--- src/rtl/exmem_pipe_reg_if.sv ---
// EX/MEM pipeline register bundle: EX-side fields in, MEM-side copies,
// forwarding hits and performance counters out.
interface exmem_pipe_reg_if #(
    parameter int DATA_W = 64,
    parameter int RD_W   = 5,
    parameter int XFER_W = 4,
    parameter int CNT_W  = 16
);
    logic              stall;
    logic              flush;
    logic              clr_cnt;

    logic              ex_valid;
    logic              ex_mem_we;
    logic              ex_mem2reg;
    logic              ex_reg_we;
    logic              ex_ldurb;
    logic [XFER_W-1:0] ex_xfer_size;
    logic [RD_W-1:0]   ex_rd;
    logic [DATA_W-1:0] ex_data;
    logic [DATA_W-1:0] ex_read_data2;
    logic [RD_W-1:0]   id_rn;
    logic [RD_W-1:0]   id_rm;

    logic              mem_valid;
    logic              mem_mem_we;
    logic              mem_mem2reg;
    logic              mem_reg_we;
    logic              mem_ldurb;
    logic [XFER_W-1:0] mem_xfer_size;
    logic [RD_W-1:0]   mem_rd;
    logic [DATA_W-1:0] mem_data;
    logic [DATA_W-1:0] mem_read_data2;
    logic              fwd_rn_hit;
    logic              fwd_rm_hit;
    logic [CNT_W-1:0]  stall_cnt;
    logic [CNT_W-1:0]  flush_cnt;

    modport master (
        output stall, flush, clr_cnt,
        output ex_valid, ex_mem_we, ex_mem2reg, ex_reg_we, ex_ldurb,
        output ex_xfer_size, ex_rd, ex_data, ex_read_data2, id_rn, id_rm,
        input  mem_valid, mem_mem_we, mem_mem2reg, mem_reg_we, mem_ldurb,
        input  mem_xfer_size, mem_rd, mem_data, mem_read_data2,
        input  fwd_rn_hit, fwd_rm_hit, stall_cnt, flush_cnt
    );

    modport slave (
        input  stall, flush, clr_cnt,
        input  ex_valid, ex_mem_we, ex_mem2reg, ex_reg_we, ex_ldurb,
        input  ex_xfer_size, ex_rd, ex_data, ex_read_data2, id_rn, id_rm,
        output mem_valid, mem_mem_we, mem_mem2reg, mem_reg_we, mem_ldurb,
        output mem_xfer_size, mem_rd, mem_data, mem_read_data2,
        output fwd_rn_hit, fwd_rm_hit, stall_cnt, flush_cnt
    );
endinterface

--- src/rtl/exmem_pipe_reg.sv ---
// EX/MEM pipeline register with flush/stall control, MEM->EX forwarding
// detection and saturating stall/flush performance counters.
module exmem_pipe_reg #(
    parameter int DATA_W = 64,
    parameter int RD_W   = 5,
    parameter int XFER_W = 4,
    parameter int CNT_W  = 16
) (
    input logic            clk,
    input logic            reset,
    exmem_pipe_reg_if.slave bus
);
    localparam logic [RD_W-1:0]  ZERO_REG = {RD_W{1'b1}};
    localparam logic [CNT_W-1:0] CNT_MAX  = {CNT_W{1'b1}};

    logic              valid_reg,  valid_next;
    logic              mem_we_reg, mem_we_next;
    logic              m2r_reg,    m2r_next;
    logic              reg_we_reg, reg_we_next;
    logic              ldurb_reg,  ldurb_next;
    logic [XFER_W-1:0] xfer_reg,   xfer_next;
    logic [RD_W-1:0]   rd_reg,     rd_next;
    logic [DATA_W-1:0] data_reg,   data_next;
    logic [DATA_W-1:0] rd2_reg,    rd2_next;

    // Flush clears only the controls so the bubble's payload stays as it was.
    always_comb begin
        valid_next  = valid_reg;
        mem_we_next = mem_we_reg;
        m2r_next    = m2r_reg;
        reg_we_next = reg_we_reg;
        ldurb_next  = ldurb_reg;
        xfer_next   = xfer_reg;
        rd_next     = rd_reg;
        data_next   = data_reg;
        rd2_next    = rd2_reg;
        if (bus.flush) begin
            valid_next  = 1'b0;
            mem_we_next = 1'b0;
            m2r_next    = 1'b0;
            reg_we_next = 1'b0;
            ldurb_next  = 1'b0;
        end else if (!bus.stall) begin
            valid_next  = bus.ex_valid;
            mem_we_next = bus.ex_valid & bus.ex_mem_we;
            m2r_next    = bus.ex_valid & bus.ex_mem2reg;
            reg_we_next = bus.ex_valid & bus.ex_reg_we;
            ldurb_next  = bus.ex_valid & bus.ex_ldurb;
            xfer_next   = bus.ex_xfer_size;
            rd_next     = bus.ex_rd;
            data_next   = bus.ex_data;
            rd2_next    = bus.ex_read_data2;
        end
    end

    always_ff @(posedge clk or negedge reset) begin
        if (!reset) begin
            valid_reg  <= 1'b0;
            mem_we_reg <= 1'b0;
            m2r_reg    <= 1'b0;
            reg_we_reg <= 1'b0;
            ldurb_reg  <= 1'b0;
            xfer_reg   <= '0;
            rd_reg     <= '0;
            data_reg   <= '0;
            rd2_reg    <= '0;
        end else begin
            valid_reg  <= valid_next;
            mem_we_reg <= mem_we_next;
            m2r_reg    <= m2r_next;
            reg_we_reg <= reg_we_next;
            ldurb_reg  <= ldurb_next;
            xfer_reg   <= xfer_next;
            rd_reg     <= rd_next;
            data_reg   <= data_next;
            rd2_reg    <= rd2_next;
        end
    end

    // Counter 0 counts effective stalls (flush wins), counter 1 counts flushes.
    logic [1:0]       cnt_inc;
    logic [CNT_W-1:0] cnt_reg  [2];
    logic [CNT_W-1:0] cnt_next [2];

    assign cnt_inc[0] = bus.stall & ~bus.flush;
    assign cnt_inc[1] = bus.flush;

    generate
        for (genvar gi = 0; gi < 2; gi++) begin : g_cnt
            always_comb begin
                cnt_next[gi] = cnt_reg[gi];
                if (bus.clr_cnt)
                    cnt_next[gi] = '0;
                else if (cnt_inc[gi] && (cnt_reg[gi] != CNT_MAX))
                    cnt_next[gi] = cnt_reg[gi] + 1'b1;
            end

            always_ff @(posedge clk or negedge reset) begin
                if (!reset)
                    cnt_reg[gi] <= '0;
                else
                    cnt_reg[gi] <= cnt_next[gi];
            end
        end
    endgenerate

    // X31 reads as zero, so a write to it must never be forwarded.
    logic fwd_base;
    assign fwd_base       = valid_reg & reg_we_reg & (rd_reg != ZERO_REG);
    assign bus.fwd_rn_hit = fwd_base & (rd_reg == bus.id_rn);
    assign bus.fwd_rm_hit = fwd_base & (rd_reg == bus.id_rm);

    assign bus.mem_valid      = valid_reg;
    assign bus.mem_mem_we     = mem_we_reg;
    assign bus.mem_mem2reg    = m2r_reg;
    assign bus.mem_reg_we     = reg_we_reg;
    assign bus.mem_ldurb      = ldurb_reg;
    assign bus.mem_xfer_size  = xfer_reg;
    assign bus.mem_rd         = rd_reg;
    assign bus.mem_data       = data_reg;
    assign bus.mem_read_data2 = rd2_reg;
    assign bus.stall_cnt      = cnt_reg[0];
    assign bus.flush_cnt      = cnt_reg[1];
endmodule

--- src/flat_wrapper.sv ---
// flat-port wrapper written by rule: the top's interface ports become plain ports
module exmem_pipe_reg_flat 
#(
    parameter int DATA_W = 64,
    parameter int RD_W   = 5,
    parameter int XFER_W = 4,
    parameter int CNT_W  = 16
)
  (clk, reset, bus_stall, bus_flush, bus_clr_cnt, bus_ex_valid, bus_ex_mem_we, bus_ex_mem2reg, bus_ex_reg_we, bus_ex_ldurb, bus_ex_xfer_size, bus_ex_rd, bus_ex_data, bus_ex_read_data2, bus_id_rn, bus_id_rm, bus_mem_valid, bus_mem_mem_we, bus_mem_mem2reg, bus_mem_reg_we, bus_mem_ldurb, bus_mem_xfer_size, bus_mem_rd, bus_mem_data, bus_mem_read_data2, bus_fwd_rn_hit, bus_fwd_rm_hit, bus_stall_cnt, bus_flush_cnt);
  exmem_pipe_reg_if #(.DATA_W(DATA_W), .RD_W(RD_W), .XFER_W(XFER_W), .CNT_W(CNT_W)) bus_i ();
  input logic clk;
  input logic reset;
  input wire logic [$bits(bus_i.stall)-1:0] bus_stall;
  input wire logic [$bits(bus_i.flush)-1:0] bus_flush;
  input wire logic [$bits(bus_i.clr_cnt)-1:0] bus_clr_cnt;
  input wire logic [$bits(bus_i.ex_valid)-1:0] bus_ex_valid;
  input wire logic [$bits(bus_i.ex_mem_we)-1:0] bus_ex_mem_we;
  input wire logic [$bits(bus_i.ex_mem2reg)-1:0] bus_ex_mem2reg;
  input wire logic [$bits(bus_i.ex_reg_we)-1:0] bus_ex_reg_we;
  input wire logic [$bits(bus_i.ex_ldurb)-1:0] bus_ex_ldurb;
  input wire logic [$bits(bus_i.ex_xfer_size)-1:0] bus_ex_xfer_size;
  input wire logic [$bits(bus_i.ex_rd)-1:0] bus_ex_rd;
  input wire logic [$bits(bus_i.ex_data)-1:0] bus_ex_data;
  input wire logic [$bits(bus_i.ex_read_data2)-1:0] bus_ex_read_data2;
  input wire logic [$bits(bus_i.id_rn)-1:0] bus_id_rn;
  input wire logic [$bits(bus_i.id_rm)-1:0] bus_id_rm;
  output wire logic [$bits(bus_i.mem_valid)-1:0] bus_mem_valid;
  output wire logic [$bits(bus_i.mem_mem_we)-1:0] bus_mem_mem_we;
  output wire logic [$bits(bus_i.mem_mem2reg)-1:0] bus_mem_mem2reg;
  output wire logic [$bits(bus_i.mem_reg_we)-1:0] bus_mem_reg_we;
  output wire logic [$bits(bus_i.mem_ldurb)-1:0] bus_mem_ldurb;
  output wire logic [$bits(bus_i.mem_xfer_size)-1:0] bus_mem_xfer_size;
  output wire logic [$bits(bus_i.mem_rd)-1:0] bus_mem_rd;
  output wire logic [$bits(bus_i.mem_data)-1:0] bus_mem_data;
  output wire logic [$bits(bus_i.mem_read_data2)-1:0] bus_mem_read_data2;
  output wire logic [$bits(bus_i.fwd_rn_hit)-1:0] bus_fwd_rn_hit;
  output wire logic [$bits(bus_i.fwd_rm_hit)-1:0] bus_fwd_rm_hit;
  output wire logic [$bits(bus_i.stall_cnt)-1:0] bus_stall_cnt;
  output wire logic [$bits(bus_i.flush_cnt)-1:0] bus_flush_cnt;
  assign bus_i.stall = bus_stall;
  assign bus_i.flush = bus_flush;
  assign bus_i.clr_cnt = bus_clr_cnt;
  assign bus_i.ex_valid = bus_ex_valid;
  assign bus_i.ex_mem_we = bus_ex_mem_we;
  assign bus_i.ex_mem2reg = bus_ex_mem2reg;
  assign bus_i.ex_reg_we = bus_ex_reg_we;
  assign bus_i.ex_ldurb = bus_ex_ldurb;
  assign bus_i.ex_xfer_size = bus_ex_xfer_size;
  assign bus_i.ex_rd = bus_ex_rd;
  assign bus_i.ex_data = bus_ex_data;
  assign bus_i.ex_read_data2 = bus_ex_read_data2;
  assign bus_i.id_rn = bus_id_rn;
  assign bus_i.id_rm = bus_id_rm;
  assign bus_mem_valid = bus_i.mem_valid;
  assign bus_mem_mem_we = bus_i.mem_mem_we;
  assign bus_mem_mem2reg = bus_i.mem_mem2reg;
  assign bus_mem_reg_we = bus_i.mem_reg_we;
  assign bus_mem_ldurb = bus_i.mem_ldurb;
  assign bus_mem_xfer_size = bus_i.mem_xfer_size;
  assign bus_mem_rd = bus_i.mem_rd;
  assign bus_mem_data = bus_i.mem_data;
  assign bus_mem_read_data2 = bus_i.mem_read_data2;
  assign bus_fwd_rn_hit = bus_i.fwd_rn_hit;
  assign bus_fwd_rm_hit = bus_i.fwd_rm_hit;
  assign bus_stall_cnt = bus_i.stall_cnt;
  assign bus_flush_cnt = bus_i.flush_cnt;
  exmem_pipe_reg #(.DATA_W(DATA_W), .RD_W(RD_W), .XFER_W(XFER_W), .CNT_W(CNT_W)) u_core (.clk(clk), .reset(reset), .bus(bus_i));
endmodule
--- config.mk ---
export PLATFORM = sky130hd
export DESIGN_NAME = exmem_pipe_reg_flat
export DESIGN_NICKNAME = d
export VERILOG_FILES = /design/src/rtl/exmem_pipe_reg_if.sv /design/src/rtl/exmem_pipe_reg.sv /design/src/flat_wrapper.sv
export SDC_FILE = /design/constraint.sdc
export NUM_CORES = 1
export LEC_CHECK = 0
export CORE_MARGIN = 2
export CORE_UTILIZATION = 41
export DETAILED_ROUTE_END_ITERATION = 8
export PLACE_DENSITY_LB_ADDON = 0.1
export SYNTH_ARGS = -nofsm -noshare
export SYNTH_HDL_FRONTEND = slang
export SYNTH_SLANG_ARGS = --single-unit
--- constraint.sdc ---
create_clock -name clk -period 2.5 [get_ports clk]
set_input_delay 0.5 -clock clk [delete_from_list [all_inputs] [get_ports clk]]
set_output_delay 0.5 -clock clk [all_outputs]
set_load 0.01 [all_outputs]
; ---- Word level (Yosys, flattened, before mapping)
; Cells that the tools add are included.
[word_totals]
ff_bits = 174
out_inout_bits = 176
[classes]
bitwise = 11
n_addsub = 2
muxes = 14
eq_ne = 6
reduce_logical = 5
[op_table]
columns = operator, count
row1 = 16-bit 2-to-1 mux, 4
row2 = 16-bit by 1-bit adder with 16-bit output (second input constant), 2
row3 = 16-bit != test (second input constant), 2
row4 = 5-bit equality test, 2
row5 = 1-bit 2-to-1 mux, 10
row6 = 1-bit AND, 9
row7 = 5-bit != test (second input constant), 1
row8 = 2-bit nonzero test, 2
row9 = 1-bit logical AND, 2
row10 = 2-bit by 1-bit != test with 1-bit output (second input constant), 1
row11 = 1-bit NOT, 2
row12 = 2-bit AND reduction, 1

; ---- Longest topological paths before layout
; Gate-level depths: netlist (run 1).
[logic_depth]
depth_word = 5
depth_mapped = 7
mapped_depth_nobuf = 5

; ---- Worst setup path after synthesis (run 1)
; No wires, ideal clock.
[synth_path]
path_kind = reg2reg
start = reg u_core.cnt_reg (netlist bit u_core.bus.flush_cnt[0])
end = reg u_core.cnt_reg (netlist bit u_core.bus.flush_cnt[1])
path_stages_with_launch = 8
setup_time_ns = 0.132
n_path_buf = 2
t_arrival_ns = 1.781
required_ns = 2.368
path_slack_ns = 0.587
cell_sequence = dfrtp_1 > ha_1 > nand4_1 > o41ai_1 > buf_2 > buf_4 > mux2i_1 > nor2_1
[synth_via]
elab_chain_cells = 3
elab_cells_between_ends = 6
cone_classes = add/sub (1) / eq/ne (1) / mux (2) / reduce/logical (2)
[synth_lines]
columns = element, line_no
row1 = start: declaration, exmem_pipe_reg.sv:82  ; logic [CNT_W-1:0] cnt_reg [2];
row2 = start signal: indexed assignment, exmem_pipe_reg.sv:102  ; cnt_reg[gi] <= cnt_next[gi];
row3 = 16-bit by 1-bit adder with 16-bit output / 16-bit != test (equally long branches), "exmem_pipe_reg.sv:95, exmem_pipe_reg.sv:94"
row4 = 16-bit 2-to-1 mux / 1-bit logical AND (equally long branches), exmem_pipe_reg.sv:94  ; else if (cnt_inc[gi] && (cnt_reg[gi] != CNT_MAX))
row5 = 16-bit 2-to-1 mux / 2-bit nonzero test (equally long branches), -
; Parallel ways exist; a longest one is shown, timed or not. The select of a mux whose other input is x is not followed.
; A chain may end at the register's enable or synchronous reset.

; ---- Worst setup path after layout (run 1)
[layout_path]
start = in bus_id_rn[0]
end = out bus_fwd_rn_hit
[layout_via]
elab_chain_cells = 2
[layout_lines]
columns = element, line_no
row1 = start: declaration, flat_wrapper.sv:25  ; input wire logic [$bits(bus_i.id_rn)-1:0] bus_id_rn;
row2 = 5-bit equality test, exmem_pipe_reg.sv:110  ; assign bus.fwd_rn_hit = fwd_base & (rd_reg == bus.id_rn);
row3 = 1-bit AND, exmem_pipe_reg.sv:110
row4 = end: declaration, flat_wrapper.sv:36  ; output wire logic [$bits(bus_i.fwd_rn_hit)-1:0] bus_fwd_rn_hit;
; No other way between the ends.

==> metrics, run 1 <==
Fin Setup TNS=0 ps; Buf+Inv Stages, Crit Path=2; Comb pwr share=0.223; Fillers=1274; largest net degree at the start of global routing=49; Synth Flop Type=dfrtp_1; IO Pins=333; Inserted Diodes=0; initial antenna violation count=0; multi-input logic area=2694 um^2; Post-Syn Area=7164 um^2; slew margin rel.=0.4928; outcome=finished clean; pwr dens=672.2 nW/um^2; Hold Vio Cnt, Final=0; YS warnings=0; number of remaining DRC errors=0; CP Cell Sequence=clkdlybuf4s50_1 -> xnor2_1 -> nand3_1 -> nor4_1 -> dlygate4sd2_1; most frequent cells in the layout=329 x clkdlybuf4s50_1, 174 x dfrtp_1, 143 x mux2_2; share of total power in sequential cells=0.433; # nets final=1025; core footprint=17180 um^2; Hold Path Class=flop to flop; Final HPWL DP=15630 um; DIE WIDTH=136.2 um; initial core utilization=0.4171; Mapped Nets=679; fin crit share=0.8932; Avg Inst Size Synth=13.78 um^2; Area Overhead vs Synth=60.62%; Clock transition at path regs=60 ps; sequential element share of the synthesized area=0.6078; final setup fails=0; Chip Height=136.2 um; CP Class=input pin to primary output; power share of the clock group=0.344; CP arrival=1730 ps; number of flops mapped to enable cells by yosys=0; CP max FO=1; vias per inst=5.087; clk buf depth=2; Routed WL per cell=18.53 um; slowest CP cell=clkdlybuf4s50_1; clk root buf=clkbuf_16; Crit. End Element=primary output; Top Family by Delay on Critical Path=buffers and inverters; CTS H-tree lvls=4; register area=4354 um^2; first-pass GRT wire length=31380 um; Sink Count=174; Routed Antenna Nets=0; fin crit period=2233 ps; most common cell after layout, fill and taps aside=clkdlybuf4s50_1; NetSw=1.900 mW; max_cap viols=0; slowest stage delay, CP=480 ps; Gate Count Post-Synth=520; Seq cells post-synth=174; CP Launch Type=input pin; port bufs=332; unrepaired setup endpoints after global routing=false; Post-synth ARST share=1.000; postcts setup bufs=0; CTS tree=done; layout cell share with drive strength beyond 1=0.2255; Post-Route WL=20440 um; CP required=2000 ps; Max Clk Rate=447.8 MHz; worst slew pin tran=753.9 ps; peak supply drop=0.0004957 V; Die Area=18550 um^2; Worst-Skew Late Latency=420 ps; synth unique cells=39; Pleak=4.638 nW; GRT overflow=0; DR pass1 iterations=4; TritonCTS buffer count=17; hold_ws=503.9 ps; Clock Skews=4.473 ps; detailed-route via count=5611; Final Slew Violations=0; cell row count=48; Pint=5.835 mW; 1st-iter DRT viols=159; vias in the first global route=5989; placer's final routability congestion estimate=0.7821; Net Sw Frac=0.2457; Total Routing Usage GR=0.2214
-- logic make-up (layout without fill, tap and decap cells) --
kind of cell	after synthesis	count (layout)	share of synthesized area
XOR/XNOR	11	11	0.01345
adder cells (fa/ha/maj)	2	2	0.003492
buffers and inverters	28	386	0.01834
AND/OR/NAND/NOR	109	109	0.08645
multiplexers	146	146	0.2291
flip-flops	174	174	0.6078
AO/OA/AOI/OAI	50	50	0.04139
-- power groups by stage --
| stage | Sequential [mW] | Combinational (mW) | Clock [mW] |
|---|---|---|---|
| 2_1_floorplan | 3.54 | 0.424 | 0 |
| 3_3_place_gp | 3.38 | 1.71 | 0 |
| 3_5_place_dp | 3.40 | 1.74 | 0 |
| 4_1_cts | 3.36 | 1.75 | 2.73 |
| 5_1_grt | 3.40 | 1.84 | 2.84 |
| 6_report | 3.35 | 1.72 | 2.66 |
-- area by class of cell --
| class | count | share of cell area |
|---|---|---|
| multi-input cells | 318 | 0.2341 |
| repair buffers | 351 | 0.3100 |
| clock buffers | 23 | 0.04241 |
| well taps | 225 | 0.02446 |
| clock inverters | 8 | 0.009351 |
| flip-flops and latches | 174 | 0.3784 |
| inverters | 4 | 0.001305 |
-- synth_stat cells, types with 8 or more instances --
cell type,number,share of area
o31ai_1,10,0.010
or4_1,9,0.0094
nor2_1,22,0.012
or3_1,11,0.0096
nor4_1,9,0.0079
nor2b_1,9,0.0079
mux2_2,143,0.22
nand4_1,8,0.0070
nand2_1,11,0.0058
dfrtp_1,174,0.61
a21oi_1,23,0.016
buf_2,14,0.0098
o21ai_0,9,0.0063
nand3_1,14,0.0098
-- timing repair --
action / CTS / global route
endpoints found under the setup margin: 2 / 0
resized for setup: 2 / 0
endpoints found under the hold margin: 34 / 0
hold buffers: 1 / 0
-- metrics by stage --
step / instances / utilization / setup slack, ps / area, um^2 / total power, mW
floorplan: 520 / - / 586.6 / 7164 / 3.967
CTS: 1103 / 0.6699 / 247.1 / 11510 / 7.841
global placement: 1071 / 0.6348 / -24.08 / 10900 / 5.090
detailed placement: 1071 / 0.6348 / -43.00 / 10900 / 5.145
finish: 1103 / 0.6699 / 266.9 / 11510 / 7.736
global route: 1103 / 0.6699 / 138.0 / 11510 / 8.073
-- state kept, by name (all words and copies together) (netlist names) --
register,cells
u_core.bus.mem_mem2reg,1
u_core.bus.mem_rd,5
u_core.bus.mem_ldurb,1
u_core.bus.stall_cnt,16
u_core.bus.mem_read_data2,64
u_core.bus.flush_cnt,16
u_core.bus.mem_valid,1
u_core.bus.mem_mem_we,1
u_core.bus.mem_data,64
u_core.bus.mem_reg_we,1
u_core.bus.mem_xfer_size,4
-- final timing paths --
kind	start	end	slack, ps	cells past startpoint
worst max-delay path	bus_id_rn[0]	bus_fwd_rn_hit	270	5
worst min-delay path	u_core.bus.mem_data[30]	u_core.bus.mem_data[30]	500	1
worst max register to register	u_core.bus.flush_cnt[0]	u_core.bus.flush_cnt[1]	360	6
worst min register to register	u_core.bus.mem_data[30]	u_core.bus.mem_data[30]	500	1
max in group asynchronous	reset	u_core.bus.mem_data[24]	1290	3
min in group asynchronous	reset	u_core.bus.stall_cnt[8]	550	2
-- per-layer routing --
metal | GRT usage | part of all wire | vias up
met5 | 0 | 0 | -
met4 | 0.09954 | 0.030 | 0
met3 | 0.09321 | 0.10 | 37
met2 | 0.3841 | 0.51 | 244
met1 | 0.2340 | 0.36 | 2742
li1 | - | - | 2588
(Power assumes the default switching activity.)
==> run 2, diff against run 1 <==
- clock period: 2.5 -> 2.2 ns (I/O delays scaled with it)
==> run 2 against run 1 <==
  * Combinational power is 15% higher
  * Critical endpoint is now bus_fwd_rm_hit
  * Sequential power is 13% higher
  * Register-to-register slack worse by 120 ps
  * Design area is 0.79% higher
  * Highest routed layer unchanged
  * Worst setup slack worse by 110 ps
  * Sequential share of layout area is 0.29 points lower
  * Final cell count is 0.91% higher
  * Clock power is 12% higher
  * Power is 13% higher
  * Wire length is 1.6% higher
  * Via count is 0.80% higher
  * Non-clock buffer count is 10 higher
==> metrics, run 2 (synthesis results as in run 1) <==
vias in the first global route=6045; FF-to-FF Start=u_core.bus.flush_cnt[3]; Placed Area=11000 um^2; fin crit period=2045 ps; fin crit share=0.9294; # nets final=1035; final worst-path setup slack=155.4 ps; Hold Vio Cnt, Final=0; slew margin rel.=0.6059; Total Routing Usage GR=0.2263; Routed WL per cell=18.65 um; Worst-Skew Late Latency=420 ps; slowest CP cell=clkdlybuf4s50_1; clk buf depth=2; Post-Route WL=20760 um; Area Overhead vs Synth=61.89%; utilization after layout=0.6753; CP Launch Type=input pin; 1st-iter DRT viols=232; CTS tree=done; max_cap viols=0; number of remaining DRC errors=0; Hold Path Class=input pin to asynchronous set/reset pin; Clock transition at path regs=70 ps; DIE WIDTH=136.2 um; CP Cell Sequence=clkdlybuf4s50_1 -> xnor2_1 -> nand3_1 -> nor4_1 -> clkbuf_2; clk root buf=clkbuf_16; Routed Antenna Nets=0; Die Area=18550 um^2; final setup fails=0; CP Class=input pin to primary output; vias per inst=5.082; CP arrival=1600 ps; Chip Height=136.2 um; worst slew pin tran=586.6 ps; cell row count=48; unrepaired setup endpoints after global routing=false; FF-to-FF End=u_core.bus.flush_cnt[15]; most frequent cells in the layout=329 x clkdlybuf4s50_1, 173 x dfrtp_1, 143 x mux2_2; peak supply drop=0.0005313 V; initial core utilization=0.4171; Pleak=4.699 nW; Final HPWL DP=15960 um; postcts setup bufs=0; Inserted Diodes=0; first-pass GRT wire length=32240 um; placer's final routability congestion estimate=0.7681; outcome=finished clean; hold_ws=485.5 ps; CP required=1760 ps; pwr dens=755.5 nW/um^2; Fin Setup TNS=0 ps; Sink Count=174; Non-Filler Instances=1113; port bufs=332; Max Clk Rate=489.1 MHz; final instance area=11600 um^2; IO Pins=333; total power=8.763 mW; CP max FO=1; Final Slew Violations=0; most common cell after layout, fill and taps aside=clkdlybuf4s50_1; TritonCTS buffer count=17; layout cell share with drive strength beyond 1=0.2387; DR pass1 iterations=4; GRT overflow=0; placed insts=1081; Clock Skews=6.389 ps; detailed-route via count=5656; FF-to-FF path depth=4; core footprint=17180 um^2; initial antenna violation count=0; CTS H-tree lvls=4; largest net degree at the start of global routing=64; slowest stage delay, CP=480 ps; Crit. End Element=primary output; R2R Setup Slk=240 ps; pre-CTS setup slack=-241.2 ps
[run 2: changes by cell type in the layout (fill, tap and decap cells not counted), sizes merged]
cell and change:
buf +10, clkbuf -2, clkinv +2, dlygate4sd2 -2
inv +2
[run 2: power by group]
group          total (mW)  switching [mW]  internal (mW)
registers            3.80           0.221           3.58
logic                1.98           0.712           1.27
clock network        2.98            1.27           1.71
[run 2: per-layer routing]
layer | wire (um) | vias up | global-route usage
li1 | - | 2606 | -
met1 | 7547 | 2765 | 0.2477
met2 | 10640 | 253 | 0.3922
met3 | 2071 | 32 | 0.09471
met4 | 501 | 0 | 0.08275
met5 | 0 | - | 0
[run 2: cell type report]
| cell class | instances | area [um^2] |
|---|---|---|
| Multi-Input combinational cell | 318 | 2705 |
| Sequential cell | 174 | 4355 |
| Clock inverter | 12 | 138.9 |
| Tap cell | 225 | 281.5 |
| Timing Repair Buffer | 361 | 3660 |
| Inverter | 4 | 15.01 |
| Clock buffer | 19 | 442.9 |
| Fill cell | 1276 | 5578 |
[run 2: worst max path at each step]
stage	from	to	cells after the start
after CTS	u_core.bus.mem_rd[4]	bus_fwd_rm_hit	4
after global placement	bus_id_rn[0]	bus_fwd_rn_hit	5
after global routing	u_core.bus.mem_rd[4]	bus_fwd_rm_hit	4
final	bus_id_rm[4]	bus_fwd_rm_hit	5
after detailed placement	bus_id_rm[4]	bus_fwd_rm_hit	5
after floorplan	u_core.bus.flush_cnt[0]	u_core.bus.flush_cnt[1]	7
[run 2: worst max-delay path: cells and delay by family]
| kind | cells | cell delay [ps] |
|---|---|---|
| buf+inv | 2 | 660 |
| simple gates | 2 | 370 |
| xor+xnor | 1 | 130 |
[run 2: repair_timing]
item	4_1_cts	5_1_grt
endpoints found under the hold margin	29	0
hold buffers	1	0
resized for setup	2	8
endpoints found under the setup margin	2	3
pin swaps	0	0
